### config.mk
export PLATFORM = sky130hd
export DESIGN_NAME = lsu
export DESIGN_NICKNAME = d
export VERILOG_FILES = /design/src/rtl/lsu.sv
export SDC_FILE = /design/constraint.sdc
export NUM_CORES = 1
export LEC_CHECK = 0
export ABC_AREA = 1
export CAP_MARGIN = 0
export CORE_ASPECT_RATIO = 0.5
export CORE_UTILIZATION = 25
export DETAILED_ROUTE_END_ITERATION = 16
export PLACE_DENSITY_LB_ADDON = 0.1
export SETUP_SLACK_MARGIN = 0.2
export SLEW_MARGIN = 40
export SYNTH_ARGS = -nofsm -noshare
export SYNTH_HDL_FRONTEND = slang
export SYNTH_SLANG_ARGS = --single-unit
export TNS_END_PERCENT = 20
### constraint.sdc
create_clock -name clk -period 1.9 [get_ports clk]
set_input_delay 0.475 -clock clk [delete_from_list [all_inputs] [get_ports clk]]
set_output_delay 0.475 -clock clk [all_outputs]
set_load 0.03 [all_outputs]
### src/rtl/lsu.sv
// lsu -- RV32I load/store unit between execute and the register-file write port.
//
// Accepts one memory op per in_valid/in_ready handshake, runs a single
// req/gnt/rvalid data-memory transaction and, for loads, delivers the aligned and
// sign/zero-extended result as a one-cycle write-back pulse.
//
// Handshakes (valid/ready semantics):
//   in_valid/in_ready : an op transfers on a rising edge where both are high;
//                       in_ready is high only in IDLE with rst low.
//   mem_req/mem_gnt   : mem_req and its payload (mem_we/addr/wstrb/wdata) stay
//                       stable until a rising edge with mem_gnt high; mem_req
//                       drops the following cycle.
//   mem_rvalid        : sampled only while waiting for load data, ignored otherwise.
//
// Ports:
//   clk, rst                     clock, synchronous active-high reset
//   in_valid/in_ready/in_load/in_funct3/in_addr/in_wdata/in_rd_addr   op input
//   mem_req/mem_we/mem_addr/mem_wstrb/mem_wdata/mem_gnt/mem_rvalid/mem_rdata
//                                data-memory port
//   wb_we/wb_rd_addr/wb_rd_data  regfile write-back
//   busy                         high whenever not IDLE
//   misalign_err                 only with LSU_MISALIGN_TRAP_EN defined
//
// Optional feature macro: LSU_MISALIGN_TRAP_EN. When defined, a legal op with a
// misaligned address is accepted but dropped, and misalign_err pulses for one
// cycle. When undefined, low address bits are ignored and the access proceeds at
// the naturally aligned location.
module lsu #(
  parameter int XLEN = 32
) (
  input  logic            clk,
  input  logic            rst,
  input  logic            in_valid,
  output logic            in_ready,
  input  logic            in_load,
  input  logic [2:0]      in_funct3,
  input  logic [XLEN-1:0] in_addr,
  input  logic [XLEN-1:0] in_wdata,
  input  logic [4:0]      in_rd_addr,
  output logic            mem_req,
  output logic            mem_we,
  output logic [XLEN-1:0] mem_addr,
  output logic [3:0]      mem_wstrb,
  output logic [XLEN-1:0] mem_wdata,
  input  logic            mem_gnt,
  input  logic            mem_rvalid,
  input  logic [XLEN-1:0] mem_rdata,
  output logic            wb_we,
  output logic [4:0]      wb_rd_addr,
  output logic [XLEN-1:0] wb_rd_data,
`ifdef LSU_MISALIGN_TRAP_EN
  output logic            misalign_err,
`endif
  output logic            busy
);

  typedef enum logic [1:0] {IDLE, REQ, WAIT, WB} state_t;
  state_t state;

  // Op fields kept for the response phase.
  logic       op_load;
  logic [2:0] op_funct3;
  logic [1:0] op_off;
  logic [4:0] op_rd;

  function automatic logic is_legal(input logic ld, input logic [2:0] f3);
    if (ld) return (f3 == 3'b000) || (f3 == 3'b001) || (f3 == 3'b010) ||
                   (f3 == 3'b100) || (f3 == 3'b101);
    else    return (f3 == 3'b000) || (f3 == 3'b001) || (f3 == 3'b010);
  endfunction

`ifdef LSU_MISALIGN_TRAP_EN
  function automatic logic is_misaligned(input logic [2:0] f3, input logic [1:0] lo);
    case (f3[1:0])
      2'b01:   return lo[0];
      2'b10:   return lo != 2'b00;
      default: return 1'b0;
    endcase
  endfunction
`endif

  // Selects the addressed byte/halfword lane and extends it. Halfwords use only
  // off[1] and words ignore off entirely, which realises the aligned fallback.
  function automatic logic [XLEN-1:0] extract(input logic [2:0] f3, input logic [1:0] off,
                                              input logic [XLEN-1:0] rdata);
    logic [XLEN-1:0] sh_b;
    logic [XLEN-1:0] sh_h;
    sh_b = rdata >> {off, 3'b000};
    sh_h = rdata >> {off[1], 4'b0000};
    case (f3)
      3'b000:  return {{24{sh_b[7]}}, sh_b[7:0]};
      3'b100:  return {24'd0, sh_b[7:0]};
      3'b001:  return {{16{sh_h[15]}}, sh_h[15:0]};
      3'b101:  return {16'd0, sh_h[15:0]};
      default: return rdata;
    endcase
  endfunction

  assign in_ready = (state == IDLE) && !rst;
  assign busy     = (state != IDLE);

  always_ff @(posedge clk) begin
    if (rst) begin
      state      <= IDLE;
      op_load    <= 1'b0;
      op_funct3  <= 3'b000;
      op_off     <= 2'b00;
      op_rd      <= 5'd0;
      mem_req    <= 1'b0;
      mem_we     <= 1'b0;
      mem_addr   <= '0;
      mem_wstrb  <= 4'b0000;
      mem_wdata  <= '0;
      wb_we      <= 1'b0;
      wb_rd_addr <= 5'd0;
      wb_rd_data <= '0;
`ifdef LSU_MISALIGN_TRAP_EN
      misalign_err <= 1'b0;
`endif
    end else begin
`ifdef LSU_MISALIGN_TRAP_EN
      misalign_err <= 1'b0;
`endif
      case (state)
        IDLE: begin
          if (in_valid) begin
            op_load   <= in_load;
            op_funct3 <= in_funct3;
            op_off    <= in_addr[1:0];
            op_rd     <= in_rd_addr;
            if (!is_legal(in_load, in_funct3)) begin
              state <= IDLE;
`ifdef LSU_MISALIGN_TRAP_EN
            end else if (is_misaligned(in_funct3, in_addr[1:0])) begin
              misalign_err <= 1'b1;
              state        <= IDLE;
`endif
            end else begin
              state    <= REQ;
              mem_req  <= 1'b1;
              mem_we   <= !in_load;
              mem_addr <= {in_addr[XLEN-1:2], 2'b00};
              if (in_load) begin
                mem_wstrb <= 4'b0000;
                mem_wdata <= '0;
              end else begin
                case (in_funct3[1:0])
                  2'b00: begin
                    mem_wstrb <= 4'b0001 << in_addr[1:0];
                    mem_wdata <= {4{in_wdata[7:0]}};
                  end
                  2'b01: begin
                    mem_wstrb <= in_addr[1] ? 4'b1100 : 4'b0011;
                    mem_wdata <= {2{in_wdata[15:0]}};
                  end
                  default: begin
                    mem_wstrb <= 4'b1111;
                    mem_wdata <= in_wdata;
                  end
                endcase
              end
            end
          end
        end
        REQ: begin
          if (mem_gnt) begin
            mem_req <= 1'b0;
            state   <= op_load ? WAIT : IDLE;
          end
        end
        WAIT: begin
          if (mem_rvalid) begin
            wb_we      <= (op_rd != 5'd0);
            wb_rd_addr <= op_rd;
            wb_rd_data <= extract(op_funct3, op_off, mem_rdata);
            state      <= WB;
          end
        end
        WB: begin
          wb_we <= 1'b0;
          state <= IDLE;
        end
        default: state <= IDLE;
      endcase
    end
  end

endmodule

Word-level counts from Yosys, hierarchy flattened
Cells that the tools add are included.
{ "totals": {"ff_bits": 119, "word_cells": 74, "output_inout_bits": 110, "input_bits": 110} }
{ "op_classes": {"n_shift": 3, "reduce_logical": 21, "n_mux": 22, "eq_ne": 15} }
{ "op_table": {"columns": ["operator", "n"], "rows": [
  ["$pmux W32 S4", 1],
  ["$pmux W32 S2", 1],
  ["$mux W32", 1],
  ["$shr A32 B5 Y16", 1],
  ["$shr A32 B5 Y8", 1],
  ["$eq A3 B3 Y1 const B", 4],
  ["$mux W1", 9],
  ["$mux W2", 4],
  ["$mux W4", 2],
  ["$pmux W2 S4", 1],
  ["$pmux W4 S2", 1],
  ["$eq A3 B1 Y1 const B", 2],
  ["$logic_not A3 Y1", 2],
  ["$ne A2 B2 Y1 const B", 3],
  ["$reduce_and A2 Y1", 3],
  ["$reduce_and A3 Y1", 2],
  ["$reduce_bool A2 Y1", 3],
  ["$reduce_bool A5 Y1", 1],
  ["$eq A2 B1 Y1 const B", 2],
  ["$eq A2 B2 Y1 const B", 2],
  ["$logic_not A2 Y1", 2],
  ["$logic_or A1 B1 Y1", 4],
  ["$pmux W1 S2", 2],
  ["$reduce_and A4 Y1", 1],
  ["other kinds (5)", 6]
]} }

Longest topological paths before layout
Gate-level depths: netlist (run 1).
{ "logic_depth": {"depth_word": 12, "ltp_mapped": 10, "mapped_depth_nobuf": 9} }

Worst setup path after synthesis (run 1)
OpenSTA, ideal clock, no wires.
{ "synth_timing": {"path_kind": "input port to output port", "startpoint": "input port rst", "endpoint": "output port in_ready", "path_slack_ns": 0.145, "stages": 3, "arrival_ns": 1.280, "path_buffers": 2, "cell_sequence": "clkbuf_1 buf_1 nor2_1"} }
{ "synth_between": {"elab_chain_cells": 2} }
{ "synth_lines": {"columns": ["element", "line_no", "text"], "rows": [
  ["from (decl)", "32", "input logic rst,"],
  ["$logic_not A1 Y1", "99", "assign in_ready = (state == IDLE) && !rst;"],
  ["$logic_and A1 B1 Y1", "99", null],
  ["to (decl)", "34", "output logic in_ready,"]
]} }
Every way passes these cells.

==> results of run 1 <==
[cells by family after synthesis]
group | share of synthesized area
buffers and inverters | 0.1059
other | 0.0006766
AO/OA/AOI/OAI | 0.2120
flip-flops | 0.4298
AND/OR/NAND/NOR | 0.2517
[what timing repair did]
action / CTS / global route
endpoints found under the setup margin: 121 / 34
gates cloned: 0 / 1
gates resized for setup: 117 / 6
setup buffers: 0 / 1
pin swaps: 0 / 2
[path summary, 6_finish.rpt]
check / to / slack, ns
setup / recovery: in_ready / 0.19
setup reg to reg: mem_req / 0.39
hold reg to reg: wb_rd_addr[0] / 0.46
hold / removal: mem_req / 0.35
[registers in the layout, indices dropped and copies added, names as in the netlist, named ones only]
signal      cells
mem_we          1
op_off          2
wb_we           1
op_rd           5
wb_rd_addr      5
mem_addr       30
mem_wdata      32
mem_wstrb       4
op_funct3       3
wb_rd_data     32
state           1
op_load         1
mem_req         1
[critical path, delay by kind of cell (launching register included)]
family,cells,cell delay (ns)
AND/OR/NAND/NOR,2,0.16
flip-flops,1,0.35
buffers and inverters,3,0.29
[cell type report]
type | instances | area (µm²)
fill | 2358 | 13190
multi-input combinational | 534 | 2596
sequential | 119 | 2387
timing repair buffer | 248 | 2315
clock buffer | 21 | 460.4
tap | 300 | 375.4
inverter | 73 | 274.0
clock inverter | 10 | 80.08
antenna | 1 | 2.502
[Yosys cell counts]
master | instances | share of area
a21o_1 | 7 | 0.0095
a21oi_1 | 36 | 0.033
a21oi_2 | 28 | 0.044
and2_4 | 1 | 0.0016
and3_1 | 1 | 0.0011
buf_1 | 3 | 0.0020
buf_12 | 3 | 0.011
buf_2 | 13 | 0.012
buf_4 | 5 | 0.0068
buf_6 | 5 | 0.010
buf_8 | 1 | 0.0027
clkbuf_1 | 18 | 0.012
conb_1 | 1 | 0.00068
dfxtp_1 | 119 | 0.43
inv_1 | 64 | 0.043
inv_2 | 9 | 0.0061
nand2_1 | 147 | 0.10
nand2_2 | 21 | 0.024
nand2_4 | 3 | 0.0061
nand3_1 | 21 | 0.019
nand3_2 | 1 | 0.0018
nand3_4 | 1 | 0.0032
nand3b_1 | 1 | 0.0014
nand4_1 | 4 | 0.0045
nor2_1 | 124 | 0.084
nor2_4 | 1 | 0.0020
nor3_1 | 3 | 0.0027
o211ai_1 | 1 | 0.0014
o21a_1 | 1 | 0.0014
o21ai_0 | 110 | 0.099
o21ai_1 | 1 | 0.00090
o21bai_1 | 16 | 0.022
o22ai_1 | 1 | 0.0011
or2_2 | 1 | 0.0011
[power by group]
part	internal, W	switching (W)
Combinational	0.000570	0.000868
Sequential	0.00263	0.0000742
Clock	0.00184	0.00116
Total	0.00504	0.00210
[metrics by stage]
stage / hold WS (ns) / std cells
6_report: 0.3452 / 1306
3_3_place_gp: 0.4576 / 1272
3_5_place_dp: 0.4607 / 1272
4_1_cts: 0.3185 / 1303
5_1_grt: 0.3378 / 1305
2_1_floorplan: 0.4498 / 773
[metal layers]
metal	vias to the layer above	wire, µm	global-route usage
met5	-	0	0
li1	2908	-	-
met2	120	8801	0.2708
met3	18	977	0.04347
met4	0	252	0.06372
met1	2599	9398	0.2229
==> flow_summary_export.csv, run 1 <==
group,metric,value,unit
cells_and_area,final_cell_mix,"nand2_1 (146), nor2_1 (123), dfxtp_1 (117)",
critical_path,worstPathRequired,1.42,ns
drt,router_iterations_before_antenna_repair,5,
cells_and_area,flow.area_growth_from_synthesis,53.18,%
drt,drt_first_iter_violations,286,
timing,setup_viol,0,
synth,synthesis.area,5543,µm²
placed_design,pre_cts_slack,-0.3189,ns
power,power.leakage,3.944,nW
worst_hold_path,worst_hold_path.num_cells,2,
die,die_width,212.6,µm
synth,yosysWarnings,0,
clocking,clock_sinks,119,
worst_hold_path,timing.hold.worst.class,"in -> reg",
critical_path,max_stage_delay,0.35,ns
synth,synth-seq-area-share,0.4298,
critical_path,critPathMaxFanout,5,
global_routing,via_count_of_the_first_global_routing_pass,5438,
placed_design,place_hpwl,13910,µm
timing,slew_headroom,0.5891,
die,floorplan.initialDensity,0.2557,
placed_design,gp_routability_congestion,0.7785,
critical_path,start_kind,"flop",
drt,ant_nets,0,
timing,rsz0062_at_grt,"yes",
cells_and_area,post_route_cells_drive_above_1_share,0.1333,
cells_and_area,finalInstanceArea,8491,µm²
clocking,post_cts_hold_buffer_count,0,
synth,ys_seq_elements,119,
placed_design,io_buffers,217,
global_routing,grt_antenna_before_repair,0,
clocking,numCtsBuffers,17,
run,max_cap_violations,0,
power,total_power,0.007137,W
drt,via_count,5645,
global_routing,globalRouteOverflowTotal,0,
critical_path,type_of_destination_of_the_critical_path,"output port",
die,pin_count,220,
timing,post-route-worst-setup-slack,0.1914,ns
timing,final-hold-violation-count,0,
clocking,source_to_sink_clock_delay_at_the_later_pin_of_the_worst_skew_pair,0.42,ns
timing,fin_setup_tns,0,ns
global_routing,grt_start_max_net_pins,50,
status,outcome,"finished, final reports clean",
clocking,cts-root-to-sink-buffers,2,
drt,routedWlPerCell,14.88,µm
placed_design,place_area,8051,µm²
clocking,ctsHtreeMaxLevel,4,
power,powerDensity,840.5,nW/µm²
timing,finalWorstPathRequiredPeriod,1.709,ns
critical_path,path_class,"reg -> out",
cells_and_area,finish.net_count,1103,
power,vdd.ir_drop.worst,0.5516,mV
timing,final_min_period_over_clock_period,0.8993,
drt,drcViolationCount,0,
cells_and_area,layout_commonest_cell,"nand2_1",
die,coreArea,21680,µm²
timing,slew_viol_final,0,
synth,postSynthAreaPerCell,7.180,µm²
drt,routed_via_density,4.322,
critical_path,r2r.worst_path.cells,8,
clocking,clock_tree_from_tritoncts,"done",
synth,synth.lib_cells_used.distinct,34,
global_routing,first_pass_grt_wire_length,29540,µm
timing,least_margin_pin_slew,0.6163,ns
clocking,root_buffer,"clkbuf_16",
die,die_area,22810,µm²
critical_path,critical_path.slowest_cell,"dfxtp_4",
critical_path,critical_path.reg2reg.startpoint,"state[0]",
clocking,clk_pin_slew,0.05,ns
die,floorplan.die.height,107.3,µm
die,std_cell_rows,38,
synth,syn-instance-count,772,
cells_and_area,finalCoreUtilization,0.3916,
global_routing,grt_use_total,0.1707,
timing,maxClockFrequency,0.5853,GHz
worst_hold_path,timing.hold.worst.start,"rst",
drt,wirelength,19430,µm
critical_path,cp_data_arrival_time,1.23,ns
timing,clock_skew,0.007755,ns
critical_path,timing.critical_path.cells,"inv_2 > nand2_2 > buf_6 > nor2_4 > buf_12",
Note: power is estimated with default switching activity, not from simulation.
==> inputs of run 2 (changes only) <==
- CORE_ASPECT_RATIO: 0.5 -> 0.6
- SKIP_CTS_REPAIR_TIMING: default -> 1
==> flow_summary_export.csv, run 2 (synthesis results as in run 1) <==
group,metric,value,unit
critical_path,start_kind,"flop",
die,floorplan.initialDensity,0.2591,
placed_design,place_hpwl,14670,µm
cells_and_area,filler_cell_count,2241,
cells_and_area,final_cell_mix,"nand2_1 (146), nor2_1 (123), dfxtp_1 (118)",
critical_path,path_class,"reg -> out",
cells_and_area,finish.net_count,1113,
clocking,cts-root-to-sink-buffers,2,
cells_and_area,post_route_cells_drive_above_1_share,0.1437,
timing,clock_skew,0.008889,ns
clocking,source_to_sink_clock_delay_at_the_later_pin_of_the_worst_skew_pair,0.42,ns
cells_and_area,layout_commonest_cell,"nand2_1",
global_routing,grt_use_total,0.1747,
cells_and_area,diodes,0,
die,std_cell_rows,41,
critical_path,cp_data_arrival_time,1.14,ns
drt,ant_nets,0,
worst_hold_path,timing.hold.worst.class,"reg -> reg",
drt,drt_first_iter_violations,288,
die,coreArea,21390,µm²
global_routing,grt_start_max_net_pins,51,
drt,wirelength,20030,µm
cells_and_area,flow.area_growth_from_synthesis,63.21,%
die,floorplan.die.height,117.3,µm
clocking,clock_sinks,119,
drt,routed_via_density,4.378,
drt,via_count,5670,
timing,rsz0062_at_grt,"yes",
placed_design,place_area,8155,µm²
global_routing,grt_antenna_before_repair,1,
clocking,ctsHtreeMaxLevel,4,
critical_path,worst_reg2reg_path_endpoint,"wb_rd_data[0]",
critical_path,r2r.worst_path.cells,6,
critical_path,critical_path.reg2reg.startpoint,"op_off[1]",
die,die_width,194.2,µm
critical_path,timing.reg2reg.setup_slack,0.30,ns
die,pin_count,220,
drt,router_iterations_before_antenna_repair,4,
worst_hold_path,timing.hold.worst.start,"wb_rd_addr[4]",
global_routing,globalRouteOverflowTotal,0,
die,die_area,22790,µm²
drt,routedWlPerCell,15.46,µm
drt,drcViolationCount,0,
critical_path,worstPathRequired,1.42,ns
placed_design,gp_routability_congestion,0.8551,
clocking,root_buffer,"clkbuf_16",
timing,final-hold-violation-count,0,
cells_and_area,finalCoreUtilization,0.4229,
clocking,numCtsBuffers,17,
critical_path,critPathMaxFanout,4,
global_routing,first_pass_grt_wire_length,30890,µm
placed_design,io_buffers,217,
timing,final_min_period_over_clock_period,0.8486,
power,powerDensity,847.3,nW/µm²
timing,slew_viol_final,0,
timing,least_margin_pin_slew,0.5745,ns
timing,maxClockFrequency,0.6202,GHz
timing,holdWs,0.4587,ns
worst_hold_path,worst_hold_path.num_cells,2,
timing,setup_viol,0,
cells_and_area,finalInstanceArea,9046,µm²
timing,finalWorstPathRequiredPeriod,1.612,ns
clocking,clock_tree_from_tritoncts,"done",
power,power.leakage,5.431,nW
clocking,clk_pin_slew,0.06,ns
critical_path,critPathLaunch,"state[0]",
cells_and_area,largest_registers,"mem_wdata x32, wb_rd_data x32, mem_addr x30",
timing,slew_headroom,0.6170,
global_routing,via_count_of_the_first_global_routing_pass,5385,
run,max_cap_violations,0,
power,vdd.ir_drop.worst,0.5844,mV
status,outcome,"finished, final reports clean",
worst_hold_path,timing.hold.worst_endpoint,"wb_rd_addr[4]",
critical_path,type_of_destination_of_the_critical_path,"output port",
## run 2: metal layers
metal	share of wire	wire, µm	track usage	up-vias
met3	0.073	1469	0.06183	8
li1	-	-	-	2928
met5	0	0	0	-
met4	0.0037	75	0.03869	0
met2	0.38	7560	0.2226	164
met1	0.55	10920	0.2694	2570
## run 2: worst max path at each step
| stage | endpoint | slack [ns] | cells past startpoint |
|---|---|---|---|
| after floorplan | in_ready | 0.25 | 3 |
| after global placement | wb_rd_data[29] | -0.05 | 9 |
| after detailed placement | wb_rd_data[26] | -0.08 | 9 |
| after CTS | in_ready | -0.34 | 4 |
| after global routing | in_ready | 0.19 | 4 |
| final | in_ready | 0.29 | 4 |
## run 2: through the flow
| step | power (W) | TNS (ns) | setup slack [ns] | cells |
|---|---|---|---|---|
| floorplan | 0.003603 | 0 | 0.2538 | 773 |
| global placement | 0.004318 | -0.8155 | -0.04972 | 1263 |
| detailed placement | 0.004310 | -1.277 | -0.08351 | 1263 |
| CTS | 0.007792 | -4.361 | -0.3391 | 1295 |
| global route | 0.008051 | 0 | 0.1934 | 1295 |
| finish | 0.007665 | 0 | 0.2876 | 1295 |
## run 2: area by class of cell
| cell class | count | area, µm² | area share |
|---|---|---|---|
| repair buffers | 259 | 2834 | 0.3133 |
| clock inverters | 13 | 170.2 | 0.01881 |
| clock buffers | 19 | 452.9 | 0.05007 |
| well taps | 279 | 349.1 | 0.03859 |
| flip-flops and latches | 119 | 2384 | 0.2635 |
| inverters | 73 | 274.0 | 0.03029 |
| multi-input cells | 533 | 2582 | 0.2855 |
## run 2: report_power, final
group          total (W)  leakage [nW]  switching [W]  internal (W)
sequential       0.00271         0.970      0.0000755       0.00263
combinational    0.00153          4.16       0.000879      0.000652
clock            0.00343         0.297        0.00128       0.00215
## run 2: worst max-delay path: stages (launching register included)
cell and delay (ns):
dfxtp_2 0.33, inv_2 0.06, nand2_2 0.09, nor2_2 0.10
buf_6 0.13
==> inputs of run 3 (changes only) <==
- clock period: 1.9 -> 1.55 ns (I/O delays scaled with it)
==> flow_summary_export.csv, run 3 (synthesis results as in run 1) <==
group,metric,value,unit
status,outcome,"finished, violations left",
status,violations,"negative setup slack",
worst_hold_path,timing.hold.worst.class,"in -> reg",
placed_design,gp_routability_congestion,0.8335,
cells_and_area,final_cells,1305,
global_routing,globalRouteOverflowTotal,0,
drt,drt_first_iter_violations,264,
die,floorplan.initialDensity,0.2591,
critical_path,worstPathRequired,1.16,ns
global_routing,grt_start_max_net_pins,50,
global_routing,grt_use_total,0.1778,
timing,clock_skew,0.006248,ns
power,power.leakage,4.156,nW
power,vdd.ir_drop.worst,0.7345,mV
clocking,clock_tree_from_tritoncts,"done",
cells_and_area,filler_cell_count,2176,
drt,top_layer_used,"met5",
clocking,clock_sinks,119,
cells_and_area,post_route_cells_drive_above_1_share,0.3723,
timing,maxClockFrequency,0.6428,GHz
global_routing,via_count_of_the_first_global_routing_pass,5392,
timing,finalWorstPathRequiredPeriod,1.556,ns
cells_and_area,diodes,0,
cells_and_area,largest_registers,"mem_wdata x32, wb_rd_data x32, mem_addr x30",
placed_design,dpl.cell_count,1272,
drt,detailroute.wirelength.met3,1720,µm
die,die_area,22790,µm²
cells_and_area,final_cell_mix,"nand2_1 (134), nor2_1 (113), clkdlybuf4s50_1 (105)",
placed_design,place_hpwl,14770,µm
critical_path,critical_path.slowest_cell,"dfxtp_2",
critical_path,type_of_destination_of_the_critical_path,"output port",
critical_path,critPathMaxFanout,5,
die,coreArea,21390,µm²
global_routing,grt_antenna_before_repair,1,
clocking,cts-root-to-sink-buffers,2,
clocking,clk_pin_slew,0.06,ns
clocking,root_buffer,"clkbuf_16",
critical_path,max_stage_delay,0.35,ns
critical_path,start_kind,"flop",
power,powerDensity,1011,nW/µm²
timing,final_min_period_over_clock_period,1.004,
die,pin_count,220,
drt,wirelength,20280,µm
drt,routedWlPerCell,15.54,µm
timing,holdWs,0.3323,ns
drt,met2WireLength,7895,µm
clocking,numCtsBuffers,17,
critical_path,timing.critical_path.cells,"inv_4 > nand2_4 > nor2_4 > buf_12",
drt,router_iterations_before_antenna_repair,6,
timing,post-route-worst-setup-slack,-0.005700,ns
drt,drcViolationCount,0,
clocking,ctsHtreeMaxLevel,4,
timing,fin_setup_tns,-0.005700,ns
drt,via_count,5786,
timing,slew_viol_final,0,
placed_design,pre_cts_slack,-0.4000,ns
drt,routed_via_density,4.434,
global_routing,first_pass_grt_wire_length,31320,µm
die,die_width,194.2,µm
drt,ant_nets,0,
die,std_cell_rows,41,
timing,rsz0062_at_grt,"yes",
drt,m1WireLength,10510,µm
timing,final-hold-violation-count,0,
timing,setup_viol,1,
run,max_cap_violations,0,
cells_and_area,finalCoreUtilization,0.4465,
die,floorplan.die.height,117.3,µm
critical_path,cp_data_arrival_time,1.17,ns
cells_and_area,flow.area_growth_from_synthesis,72.30,%
clocking,source_to_sink_clock_delay_at_the_later_pin_of_the_worst_skew_pair,0.42,ns
cells_and_area,finish.net_count,1125,
placed_design,io_buffers,217,
cells_and_area,layout_commonest_cell,"nand2_1",
critical_path,path_class,"reg -> out",
==> run 3: cell count changes in the layout (fill, tap and decap cells not counted), sizes merged <==
cell and change:
clkbuf +2, buf +119, clkdlybuf4s50 -3, clkinvlp -2, inv -3, dlymetal6s2s -103
==> run 3: critical path: cells and delay by family (launching register included) <==
family                 cells  cell delay (ns)
buffers and inverters      2             0.21
AND/OR/NAND/NOR            2             0.19
flip-flops                 1             0.35
==> run 3: power by group <==
group	switching [W]	internal, W	leakage (nW)
clock	0.00145	0.00268	0.298
combinational	0.00120	0.000958	2.86
sequential	0.000125	0.00324	0.995
total	0.00278	0.00687	4.16
==> run 3: path summary, 6_finish.rpt <==
| check | from | endpoint | slack (ns) | cells after the start |
|---|---|---|---|---|
| hold / removal | in_funct3[2] | op_funct3[2] | 0.33 | 3 |
| setup reg to reg | state[0] | mem_wdata[7] | 0.07 | 8 |
| setup / recovery | flop | in_ready | -0.006 | 4 |
| hold reg to reg | mem_wstrb[1] | mem_wstrb[1] | 0.46 | 2 |
==> run 3: routing by layer <==
layer / global-route usage / vias to the layer above
met5: 0 / -
met4: 0.04315 / 2
met3: 0.07046 / 13
met2: 0.2262 / 184
met1: 0.2688 / 2628
li1: - / 2959
==> run 3: area by class of cell <==
type / count / area (µm²) / area share
Inverter: 73 / 286.5 / 0.03000
Sequential cell: 119 / 2454 / 0.2569
Tap cell: 279 / 349.1 / 0.03655
Clock inverter: 8 / 121.4 / 0.01271
Timing Repair Buffer: 271 / 2932 / 0.3070
Clock buffer: 22 / 484.2 / 0.05070
Multi-Input combinational cell: 533 / 2924 / 0.3062
==> run 3: metrics by stage <==
stage / total power [W] / area [µm²]
detailed placement: 0.005380 / 8487
CTS: 0.009553 / 9092
global route: 0.01013 / 9550
global placement: 0.005385 / 8487
floorplan: 0.004421 / 5563
finish: 0.009654 / 9550
